==> src/rtl/ddr_cmd_arbiter_pkg.sv <==
// Shared definitions for the MCB command arbiter: MCB instruction codes,
// arbiter FSM states and the burst/address field widths.
package ddr_defs;

  localparam int BL_W   = 6;
  localparam int ADDR_W = 30;

  localparam logic [2:0] MCB_CMD_RD = 3'b001;
  localparam logic [2:0] MCB_CMD_WR = 3'b000;

  typedef enum logic [1:0] {
    CALIB = 2'd0,
    IDLE  = 2'd1,
    ISSUE = 2'd2,
    HOLD  = 2'd3
  } arb_state_t;

endpackage

==> src/rtl/ddr_cmd_arbiter_sync2.sv <==
// Generic two-flop synchroniser for a single asynchronous level signal.
module sync2 (
  input  logic clk,
  input  logic reset,
  input  logic d,
  output logic q
);

  logic meta;

  always_ff @(posedge clk or negedge reset) begin
    if (!reset) begin
      meta <= 1'b0;
      q    <= 1'b0;
    end else begin
      meta <= d;
      q    <= meta;
    end
  end

endmodule

==> src/rtl/ddr_cmd_arbiter.sv <==
// Shares one MCB user-port command channel between the display read fetcher
// and the fractal pixel writer, gated on calibration and write-FIFO fill.
module ddr_cmd_arbiter
  import ddr_defs::*;
#(
  parameter int ARB_MODE = 0,
  parameter int HOLD_CYC = 1
) (
  input  logic                clk,
  input  logic                reset,
  input  logic                mem_calib_done,
  input  logic                cmd_full,
  input  logic [6:0]          wr_count,
  input  logic                rd_req,
  input  logic [ADDR_W-1:0]   rd_addr,
  input  logic [BL_W-1:0]     rd_bl,
  output logic                rd_ack,
  input  logic                wr_req,
  input  logic [ADDR_W-1:0]   wr_addr,
  input  logic [BL_W-1:0]     wr_bl,
  output logic                wr_ack,
  output logic [2:0]          cmd_instr,
  output logic [BL_W-1:0]     cmd_bl,
  output logic [ADDR_W-1:0]   cmd_byte_addr,
  output logic                cmd_en,
  output logic                ready,
  output logic                last_grant
);

  localparam logic [1:0]        HOLD_LAST = 2'(HOLD_CYC - 1);
  localparam logic [ADDR_W-1:0] WORD_MASK = 30'h3FFF_FFFC;

  arb_state_t  state;
  logic [1:0]  hold_cnt;
  logic        cal_s;
  logic        rd_el;
  logic        wr_el;
  logic [6:0]  wr_need;
  logic        pick_wr;

  sync2 u_cal_sync (
    .clk   (clk),
    .reset (reset),
    .d     (mem_calib_done),
    .q     (cal_s)
  );

  // A write burst needs all of its data words already sitting in the MCB
  // write FIFO; the 7-bit compare lets a 64-word burst need a count of 64.
  assign wr_need = {1'b0, wr_bl} + 7'd1;
  assign rd_el   = rd_req & ~cmd_full;
  assign wr_el   = wr_req & ~cmd_full & (wr_count >= wr_need);
  assign ready   = cal_s & (state == IDLE);

  always_comb begin
    pick_wr = 1'b0;
    if (wr_el && !rd_el)
      pick_wr = 1'b1;
    else if (wr_el && rd_el)
      pick_wr = (ARB_MODE == 0) ? ~last_grant : 1'b0;
  end

  // Command fields and strobes are loaded on leaving IDLE so that they are
  // presented, already stable, for the single ISSUE cycle.
  always_ff @(posedge clk or negedge reset) begin
    if (!reset) begin
      state         <= CALIB;
      hold_cnt      <= 2'd0;
      cmd_en        <= 1'b0;
      rd_ack        <= 1'b0;
      wr_ack        <= 1'b0;
      cmd_instr     <= 3'b000;
      cmd_bl        <= '0;
      cmd_byte_addr <= '0;
      last_grant    <= 1'b1;
    end else begin
      cmd_en <= 1'b0;
      rd_ack <= 1'b0;
      wr_ack <= 1'b0;
      if (!cal_s) begin
        state <= CALIB;
      end else begin
        case (state)
          CALIB: state <= IDLE;
          IDLE: begin
            if (rd_el || wr_el) begin
              state         <= ISSUE;
              cmd_en        <= 1'b1;
              rd_ack        <= ~pick_wr;
              wr_ack        <= pick_wr;
              cmd_instr     <= pick_wr ? MCB_CMD_WR : MCB_CMD_RD;
              cmd_bl        <= pick_wr ? wr_bl : rd_bl;
              cmd_byte_addr <= (pick_wr ? wr_addr : rd_addr) & WORD_MASK;
              last_grant    <= pick_wr;
            end
          end
          ISSUE: begin
            state    <= HOLD;
            hold_cnt <= 2'd0;
          end
          HOLD: begin
            if (hold_cnt == HOLD_LAST)
              state <= IDLE;
            else
              hold_cnt <= hold_cnt + 2'd1;
          end
          default: state <= CALIB;
        endcase
      end
    end
  end

endmodule

==> config.mk <==
export PLATFORM = sky130hd
export DESIGN_NAME = ddr_cmd_arbiter
export DESIGN_NICKNAME = d
export VERILOG_FILES = /design/src/rtl/ddr_cmd_arbiter_pkg.sv /design/src/rtl/ddr_cmd_arbiter_sync2.sv /design/src/rtl/ddr_cmd_arbiter.sv
export SDC_FILE = /design/constraint.sdc
export NUM_CORES = 1
export LEC_CHECK = 0
export BUFFER_PORTS_ARGS = -buffer_cell sky130_fd_sc_hd__buf_2
export CORE_MARGIN = 3
export CORE_UTILIZATION = 48
export CTS_CLUSTER_SIZE = 10
export DETAILED_ROUTE_END_ITERATION = 16
export GPL_ROUTABILITY_DRIVEN = 0
export PLACE_DENSITY = 0.85
export SLEW_MARGIN = 30
export SYNTH_ARGS = -nofsm -noshare
export SYNTH_HDL_FRONTEND = slang
export SYNTH_SLANG_ARGS = --single-unit
==> constraint.sdc <==
create_clock -name clk -period 5.6 [get_ports clk]
set_input_delay 1.68 -clock clk [delete_from_list [all_inputs] [get_ports clk]]
set_output_delay 1.68 -clock clk [all_outputs]
set_load 0.05 [all_outputs]
==> run metrics, run 1 <==
Setup Fix Bufs, Post-CTS 0; Int Pwr 0.000825 W; post-synthesis sequential area ratio 0.475; sw frac 0.505; CTS tree yes; Min Hold Slack 0.366 ns; H-tree levels 2; sequential fraction of design power 0.331; worst skew pair latency 0.29 ns; Area growth syn-to-layout 28.8%; fmax 227 MHz; drt initial violations 91; Worst Clk Skew 0.00955 ns; Setup-failing EPs final 0; setup_tns 0 ns; yosys warns 0; Critical Path Sink Type register; largest net degree at the start of global routing 32; TritonCTS sink count 45; Slew Limit Fails 0; DRC 0; TritonRoute pass-1 iters 4; I/O pins 129; Post-synth EDFFs 0; Core Area 0.00456 sq mm; Pwr Density 545 mW/mm^2; first-pass GRT wire length 10.3 mm; Switch Pwr 0.000841 W; via count 2,109; WP data required 5.78 ns; combinational share of power 0.548; maxcap violations 0; FF+latch count, synth 45; number of global-route vias before repair 2,147; Fill cells 373; cts bufs inserted 5; initial antenna violation count 1; ANT cells 0; post-route ant nets 0; Layout Utilization 0.669; share of power burned in the clock network 0.121; WHS Path Cells 0; post-cts gate resize count 0; DP HPWL 4.73 mm; routed wire length 6.23 mm; Synth Flop Type dfrtp_1; Die H 76.3 um; Clock Path Buffers 2; Arr. time, crit path 4.58 ns; Post-synth ARST share 1.00; VDD IR-drop max 0.311 mV; LEAKAGE 1.56 nW; Root Buffer clkbuf_8; Critical Path Fanout Max 20; total die area 0.00582 sq mm; Synth Area per Inst 11.6 sq um; layout cells sized above 1 0.413; worst slew pin tran 0.654 ns; WS Path Type in -> reg; CP startpoint kind input port; clock-pin slew on the worst setup and hold paths 0.08 ns; Netlist Area Pre-Place 0.00237 sq mm; min Tclk post-route 4.40 ns; Overall Global Routing Usage 0.216; unrepaired setup endpoints after global routing no; Starting Density 0.520; vias per std cell 5.45; worst relative slew slack 0.564; hold crit path type reg -> reg; Synth cell types 31; Die Width 76.3 um; mean routed wirelength per cell 16.1 um; CTS Hold Buffers Added 0; Synth Instances 205; Buffers on Ports 120; fin crit share 0.785; grt ovf 0; row count 24; status finished clean; Worst Reg-to-Reg Cells 6; Layout Nets 419; final-report hold violation count 0
[cell type report]
class / count / area (sq um) / area share
timing repair buffer: 125 / 651 / 0.213
multi-input combinational: 131 / 1060 / 0.346
clock buffer: 8 / 90.1 / 0.0295
inverter: 13 / 48.8 / 0.0160
sequential: 45 / 1130 / 0.369
tap: 65 / 81.3 / 0.0266
[synth_stat cells, types with 2 or more instances]
library cell  instances  share of area
nand2_1               7          0.011
buf_6                 7          0.033
o21a_1                2         0.0063
nand2b_1              5          0.013
nor3b_1              33           0.10
ha_1                 13          0.069
a21oi_1               2         0.0042
clkbuf_1              3         0.0047
mux2i_1               2         0.0084
xor2_1                3          0.011
nor2_1                4         0.0063
nand3_1               4         0.0084
a221o_1              34           0.14
o21ai_0               5          0.011
a21o_1                3         0.0095
inv_1                13          0.021
buf_2                 3         0.0063
dfrtp_1              44           0.46
buf_4                 6          0.019
[sequential cells by signal, summed over array words and instances, names as in the netlist, 2 cells and up]
name           count
cmd_byte_addr     28
cmd_bl             6
hold_cnt           2
state              2
[per-layer routing]
metal  GRT usage  routed length (um)  vias to the layer above
li1            -                   -                      994
met1       0.265                2580                     1032
met2       0.372                3170                       74
met3      0.0626                 429                        7
met4      0.0562                  44                        2
met5           0                   7                        -
[path summary, 6_finish.rpt]
check                                 from  slack, ns           endpoint
max                               wr_bl[0]       1.20  cmd_byte_addr[25]
min                        u_cal_sync.meta       0.37       u_cal_sync.q
max reg2reg                       state[1]       3.37  cmd_byte_addr[25]
min reg2reg                u_cal_sync.meta       0.37       u_cal_sync.q
max in group asynchronous            reset       3.76          cmd_bl[2]
min in group asynchronous            reset       1.34  cmd_byte_addr[24]
[stage by stage]
stage | area, sq um | total power, W | setup slack [ns] | instances
after floorplan | 2380 | 0.00124 | 1.66 | 208
after global placement | 2950 | 0.00145 | 0.955 | 378
after global routing | 3060 | 0.00175 | 1.06 | 387
after detailed placement | 2970 | 0.00147 | 0.872 | 379
after CTS | 3060 | 0.00168 | 1.18 | 387
final | 3060 | 0.00167 | 1.20 | 387
[kinds of logic (layout without fill, tap and decap cells)]
| family | count (synthesis) | in the layout | synth area share |
|---|---|---|---|
| flip-flops | 45 | 45 | 0.475 |
| multiplexers | 2 | 2 | 0.00844 |
| XOR/XNOR | 4 | 4 | 0.0148 |
| AO/OA/AOI/OAI | 52 | 52 | 0.197 |
| adder cells (fa/ha/maj) | 13 | 13 | 0.0686 |
| AND/OR/NAND/NOR | 56 | 56 | 0.151 |
| buffers and inverters | 32 | 146 | 0.0839 |
| other | 1 | 4 | 0.00158 |
[power by group through the flow]
stage	Clock (W)	Sequential [W]	Combinational [W]
global route	0.000222	0.000571	0.000954
finish	0.000202	0.000552	0.000913
CTS	0.000209	0.000551	0.000920
floorplan	0	0.00102	0.000227
detailed placement	0	0.000550	0.000924
global placement	0	0.000551	0.000901
[layout by cell type, fill, tap and decap left out, types with 2 or more instances in the layout]
cell type / count
clkbuf_8: 6
nand2b_1: 5
a21oi_1: 2
o21ai_0: 5
buf_2: 120
o21a_1: 2
nand3_1: 4
ha_1: 13
a221o_1: 34
mux2i_1: 2
clkbuf_1: 2
a21o_1: 3
buf_4: 4
inv_1: 13
conb_1: 4
nor3b_1: 33
xor2_1: 3
dfrtp_1: 44
nor2_1: 4
nand2_1: 7
[worst max-delay path, stage by stage]
cell       delay [ns]
buf_2            0.12
ha_1             0.19
nand3_1          0.12
or2_2            0.31
ha_1             0.30
o2111ai_1        0.12
o21a_1           0.34
a2111o_1         0.71
buf_4            0.32
a221o_1          0.37
No activity file was read; power rests on OpenSTA's default activity.
==> run 2: changes to the inputs <==
--- a/config.mk
+++ b/config.mk
@@ -5,13 +5,14 @@
 export SDC_FILE = /design/constraint.sdc
 export NUM_CORES = 1
 export LEC_CHECK = 0
+export ABC_AREA = 1
 export BUFFER_PORTS_ARGS = -buffer_cell sky130_fd_sc_hd__buf_2
 export CORE_MARGIN = 3
-export CORE_UTILIZATION = 48
+export CORE_UTILIZATION = 42
 export CTS_CLUSTER_SIZE = 10
 export DETAILED_ROUTE_END_ITERATION = 16
 export GPL_ROUTABILITY_DRIVEN = 0
-export PLACE_DENSITY = 0.85
+export PLACE_DENSITY = 0.77
 export SLEW_MARGIN = 30
 export SYNTH_ARGS = -nofsm -noshare
 export SYNTH_HDL_FRONTEND = slang
==> constraint.sdc (replaced) <==
create_clock -name clk -period 3.55 [get_ports clk]
set_input_delay 1.065 -clock clk [delete_from_list [all_inputs] [get_ports clk]]
set_output_delay 1.065 -clock clk [all_outputs]
set_load 0.05 [all_outputs]
==> run 2 against run 1 <==
Against the previous run: routed wire length decreased by 5.2%; critical endpoint is now cmd_byte_addr[2]; clock skew increased by 0.0020 ns; critical path depth increased by 4; via count increased by 16%; clock-buffer cell count decreased by 2; cell area increased by 9.8%; sequential share of layout area decreased by 3.3 points; synthesized area increased by 11%.
==> run metrics, run 2 <==
status finished clean; fmax 322 MHz; Setup-failing EPs final 0 (unchanged); min Tclk post-route 3.11 ns; crit path buf inv count 2 (unchanged); worst slew pin tran 0.631 ns (-0.0222 ns); post-cts gate resize count 0 (unchanged); row count 28 (+17%); first-pass GRT wire length 9.83 mm (-4.3%); Post-Synth Simple-Gate Area 0.286 (+0.135); Buffers on Ports 120 (unchanged); Slew Limit Fails 0 (unchanged); ANT cells 0 (unchanged); Worst Clk Skew 0.0116 ns (+0.00201 ns); Synth Instances 356 (+74%); DP HPWL 4.49 mm (-5.1%); TritonRoute pass-1 iters 4 (unchanged); clock-pin slew on the worst setup and hold paths 0.08 ns (about the same); Area growth syn-to-layout 27.5%; Starting Density 0.439 (-0.0805); dominant cell type by area after synthesis dfrtp_1; yosys warns 0 (unchanged); LEAKAGE 2.09 nW (+34%); worst skew pair latency 0.29 ns (about the same); Synth Area in Compound Gates 0.0804 (-0.116); Layout Nets 569 (+36%); Root Buffer clkbuf_8; DRC 0 (unchanged); total die area 0.00725 sq mm (+25%); Synth Area in XOR/XNOR 0.0133 (-0.00145); CTS Hold Buffers Added 0 (unchanged); H-tree levels 2 (unchanged); most frequent cell after synthesis nand2_1; Layout Utilization 0.560 (-0.109); slowest cell delay on critical path 0.47 ns (-0.24 ns); Critical Path Fanout Max 71 (+250%); Design Power 0.00265 W (+59%); initial antenna violation count 0 (-1); max reg flops 28 (unchanged); Die Width 85.2 um (+12%); Pwr Density 789 mW/mm^2 (+45%); post-route ant nets 0 (unchanged); Clock Path Buffers 2 (unchanged); CP startpoint wr_bl[0]; non-filler cells, final 547 (+41%); Placed Cells 539 (+42%); number of global-route vias before repair 2,254 (+5.0%); CTS tree yes; unrepaired setup endpoints after global routing no; Synth Area per Inst 7.39 sq um (-36%); Adder-Cell Fraction of Synth Area 0.0618 (-0.00675); Min Hold Slack 0.370 ns (+0.00432 ns); mux contribution to synthesized area 0 (-0.00844); maxcap violations 0 (unchanged); Post-synth EDFFs 0 (unchanged); Critical Path Sink Type register; VDD IR-drop max 0.527 mV (+69%); Setup Fix Bufs, Post-CTS 0 (unchanged); Synth Flop Type dfrtp_1; hold crit path type reg -> reg; main combinational cell family by area after synthesis simple AND/OR/NAND/NOR gates; cts bufs inserted 5 (unchanged); via count 2,454 (+16%); Slowest cell on crit path nand3_4; biggest regs cmd_byte_addr x28, cmd_bl x6; largest net degree at the start of global routing 72 (+130%); most used cell, CP nand2_1; Overall Global Routing Usage 0.165 (-0.0511); area share of the largest cell type after synthesis 0.418 (-0.0457); setup_tns 0 ns (unchanged); Die H 85.2 um (+12%); RR Startpoint last_grant; Post-synth ARST share 1.00 (unchanged); Arr. time, crit path 3.34 ns (-1.24 ns); WP data required 3.78 ns (-2.00 ns); crit-path cells buf_2 > ha_1 > nand3_1 > nor2_1 > nand2_1 > ha_1 > nand2_2 > inv_2 > nand3_1 > nand3_2 > nand3_4 > o21ai_0 > nand2_1 > nand2_1; Core Area 0.00599 sq mm (+31%); beginning of the worst hold path u_cal_sync.meta; FF+latch count, synth 45 (unchanged); Synth cell types 28 (-9.7%); post-synthesis sequential area ratio 0.428 (-0.0468); layout cells sized above 1 0.316 (-0.0974); I/O pins 129 (unchanged); vias per std cell 4.49 (-18%); commonest non-fill, non-tap cells in the layout 152 x nand2_1, 120 x buf_2, 49 x inv_1, 44 x dfrtp_1, 38 x o21ai_0; most common cell after layout, fill and taps aside nand2_1; final-report hold violation count 0 (unchanged); fin crit share 0.875; worst relative slew slack 0.579 (+0.0148); grt ovf 0 (unchanged); CP startpoint kind input port; largest register by flop count cmd_byte_addr; WS Path Type in -> reg; mean routed wirelength per cell 10.8 um (-33%); drt initial violations 72 (-21%); Netlist Area Pre-Place 0.00263 sq mm (+11%); TritonCTS sink count 45 (unchanged); routed wire length 5.91 mm (-5.2%); top post-synthesis cells by area dfrtp_1 42%, nand2_1 22%, o21ai_0 7.2%; Largest delay share family, worst path simple AND/OR/NAND/NOR gates; Post-synth top cells 152 x nand2_1, 49 x inv_1, 44 x dfrtp_1
==> run 2: changes by cell type after synthesis, moves of 2 or more <==
cell	before	now
a21o_1	3	0
a221o_1	34	0
buf_6	7	1
buf_8	0	2
inv_1	13	49
mux2i_1	2	0
nand2_1	7	152
nand2_2	0	12
nand2b_1	5	0
nand3_1	4	6
nor2_1	4	8
nor3b_1	33	0
o21a_1	2	0
o21ai_0	5	38
==> run 2: worst paths after layout <==
path,depth (start not counted),to,slack [ns]
setup reg to reg,5,cmd_byte_addr[2],1.74
hold / removal,0,u_cal_sync.q,0.37
min in group asynchronous,1,wr_ack,0.78
hold reg to reg,0,u_cal_sync.q,0.37
max in group asynchronous,2,cmd_byte_addr[13],2.25
setup / recovery,14,cmd_byte_addr[2],0.44
==> run 2: per-layer routing <==
metal / up-vias / global-route usage / part of all wire
met5: - / 0 / 0
met4: 0 / 0.0475 / 0.010
met3: 6 / 0.0456 / 0.072
met2: 82 / 0.282 / 0.49
met1: 1073 / 0.203 / 0.42
li1: 1293 / - / -
==> run 2: power by group <==
part           switching [W]  internal [W]  total, W
clock               0.000171      0.000229  0.000400
sequential          0.000123      0.000728  0.000851
combinational        0.00107      0.000328   0.00140
total                0.00136       0.00128   0.00265
==> run 2: final cells by class <==
cell class / instances / area (sq um)
fill: 613 / 2640
multi-input combinational: 245 / 1180
sequential: 45 / 1130
timing repair buffer: 123 / 643
inverter: 51 / 194
tap: 75 / 93.8
clock buffer: 6 / 82.6
clock inverter: 2 / 37.5
==> run 2: per-stage QoR <==
step	setup WS, ns	cell area [sq um]
finish	0.444	3350
global route	0.0760	3350
CTS	0.430	3350
detailed placement	0.142	3230
global placement	0.202	3210
floorplan	0.741	2640
==> run 2: cell families (layout without fill, tap and decap cells) <==
logic type / Yosys count / after routing
compound gates: 41 / 41
simple gates: 183 / 183
buf+inv: 69 / 182
other cells: 1 / 4
fa+ha+maj: 13 / 13
xor+xnor: 4 / 4
flops: 45 / 45
==> run 3: changes to the inputs <==
--- a/config.mk
+++ b/config.mk
@@ -7,7 +7,6 @@
 export LEC_CHECK = 0
 export ABC_AREA = 1
 export BUFFER_PORTS_ARGS = -buffer_cell sky130_fd_sc_hd__buf_2
-export CORE_MARGIN = 3
 export CORE_UTILIZATION = 42
 export CTS_CLUSTER_SIZE = 10
 export DETAILED_ROUTE_END_ITERATION = 16
==> run 3 against run 2 <==
Against the previous run: critical endpoint is now cmd_byte_addr[17]; clock skew decreased by 0.0034 ns; die area decreased by 9.2%; worst setup slack improved by 0.20 ns; final cell count increased by 0.18%; fmax up 6.9%; power is 3.6% lower; sequential power is essentially flat; clock-buffer cell count is 2 higher; sequential cell count unchanged; hold slack got worse by 0.010 ns; critical path depth stayed put; global-route usage rose by 1.8 points.
==> run metrics, run 3 (synthesis gave the netlist of run 2 again) <==
multi-input logic area 0.00118 sq mm (unchanged); non-filler cells, final 548 (+0.18%); Critical Path Sink Type register; largest register by flop count cmd_byte_addr; Starting Density 0.439 (unchanged); post-route ant nets 0 (unchanged); fin crit share 0.818 (-0.0567); Slowest cell on crit path buf_4; VDD IR-drop max 0.469 mV (-11%); largest net degree at the start of global routing 46 (-36%); biggest regs cmd_byte_addr x28, cmd_bl x6; first-pass GRT wire length 9.34 mm (-5.0%); setup_tns 0 ns (unchanged); drt initial violations 88 (+22%); TritonRoute pass-1 iters 4 (unchanged); status finished clean; I/O pins 129 (unchanged); WS Path Type in -> reg; Layout Nets 570 (+0.18%); number of global-route vias before repair 2,196 (-2.6%); initial antenna violation count 0 (unchanged); most common cell after layout, fill and taps aside nand2_1; Critical Path Fanout Max 40 (-44%); DRC 0 (unchanged); slowest cell delay on critical path 0.31 ns (-0.16 ns); Area growth syn-to-layout 26.0%; Setup Fix Bufs, Post-CTS 0 (unchanged); unrepaired setup endpoints after global routing no; maxcap violations 0 (unchanged); CTS tree yes; Min Hold Slack 0.360 ns (-0.0103 ns); Setup-failing EPs final 0 (unchanged); LEAKAGE 2.07 nW (-0.72%); sequential standard cell area 0.00113 sq mm (unchanged); max reg flops 28 (unchanged); via count 2,495 (+1.7%); Slew Limit Fails 0 (unchanged); CTS Hold Buffers Added 0 (unchanged); commonest non-fill, non-tap cells in the layout 152 x nand2_1, 119 x buf_2, 49 x inv_1, 44 x dfrtp_1, 38 x o21ai_0; Worst Clk Skew 0.00813 ns (-0.00343 ns); crit path buf inv count 3 (+1); ANT cells 0 (unchanged); min Tclk post-route 2.90 ns (-0.201 ns); WP data required 3.73 ns (-0.05 ns); Design Power 0.00255 W (-3.6%); beginning of the worst hold path u_cal_sync.meta; Die H 81.2 um (-4.7%); H-tree levels 2 (unchanged); Buffers on Ports 120 (unchanged); fmax 344 MHz (+6.9%); worst relative slew slack 0.629 (+0.0498); Fill cells 545 (-11%); CP startpoint wr_bl[2]; post-cts gate resize count 0 (unchanged); worst skew pair latency 0.29 ns (about the same); Core Area 0.00599 sq mm (unchanged); mean routed wirelength per cell 10.3 um (-4.8%); cts bufs inserted 5 (unchanged); worst slew pin tran 0.557 ns (-0.0748 ns); CP startpoint kind input port; Largest delay share family, worst path simple AND/OR/NAND/NOR gates; row count 28 (unchanged); vias per std cell 4.55 (+1.5%); DP HPWL 4.30 mm (-4.3%); grt ovf 0 (unchanged); crit-path cells buf_2 > nand3_1 > nor3_1 > xor2_1 > ha_1 > nand2_2 > inv_2 > a21oi_2 > nand3_2 > nand3_4 > buf_4 > o21ai_0 > nand2_1 > nand2_1; routed wire length 5.64 mm (-4.6%); Die Width 81.2 um (-4.7%); total die area 0.00659 sq mm (-9.2%); most used cell, CP nand2_1; Pwr Density 770 mW/mm^2 (-2.4%); hold crit path type reg -> reg; Root Buffer clkbuf_8; Clock Path Buffers 2 (unchanged); RR Startpoint last_grant; Overall Global Routing Usage 0.183 (+0.0183); final-report hold violation count 0 (unchanged); layout cells sized above 1 0.313 (-0.00278); clock-pin slew on the worst setup and hold paths 0.08 ns (about the same); TritonCTS sink count 45 (unchanged); Arr. time, crit path 3.08 ns (-0.26 ns); Placed Cells 540 (+0.19%)
-- run 3: cell types whose count changed in the layout (fill, tap and decap cells not counted) --
cell / delta
buf_16: -1
bufinv_16: -1
clkbuf_1: +2
buf_2: -1
buf_4: +3
clkinvlp_4: -1
-- run 3: worst reg2reg max path: stages (launching register included) --
cell and delay, ns:
dfstp_2 0.55, o21ai_0 0.12, nand3_4 0.12, buf_4 0.31, o21ai_0 0.16, nand2_1 0.07, nand2_1 0.05
-- run 3: final cells by class --
class | count | share of cell area
Clock buffer | 8 | 0.0272
Tap cell | 75 | 0.0283
Timing Repair Buffer | 124 | 0.191
Multi-Input combinational cell | 245 | 0.355
Sequential cell | 45 | 0.340
Inverter | 51 | 0.0585
-- run 3: worst paths after layout --
check                                         end  slack (ns)  cells after the start
worst max-delay path            cmd_byte_addr[17]        0.65                     14
worst min-delay path                 u_cal_sync.q        0.36                      0
worst max register to register  cmd_byte_addr[17]        2.05                      6
worst min register to register       u_cal_sync.q        0.36                      0
max in group asynchronous        cmd_byte_addr[3]        2.40                      1
min in group asynchronous        cmd_byte_addr[5]        0.76                      1
-- run 3: stage by stage --
stage           util  instance area [sq um]  worst slack (ns)
2_1_floorplan      -                   2640             0.741
3_3_place_gp   0.538                   3220             0.463
3_5_place_dp   0.538                   3220             0.347
4_1_cts        0.553                   3310             0.650
5_1_grt        0.553                   3310             0.432
6_report       0.553                   3310             0.645
-- run 3: power breakdown --
group	internal [W]	switching, W	leakage (nW)	total (W)
logic	0.000326	0.00106	1.46	0.00139
registers	0.000728	0.000122	0.568	0.000851
clock network	0.000159	0.000155	0.0455	0.000314
total	0.00121	0.00134	2.07	0.00255
-- run 3: metal layers --
metal | wire length [um] | part of all wire | track usage | vias up
li1 | - | - | - | 1292
met1 | 2500 | 0.44 | 0.215 | 1107
met2 | 2700 | 0.48 | 0.329 | 87
met3 | 368 | 0.065 | 0.0461 | 9
met4 | 68 | 0.012 | 0.0500 | 0
met5 | 0 | 0 | 0 | -
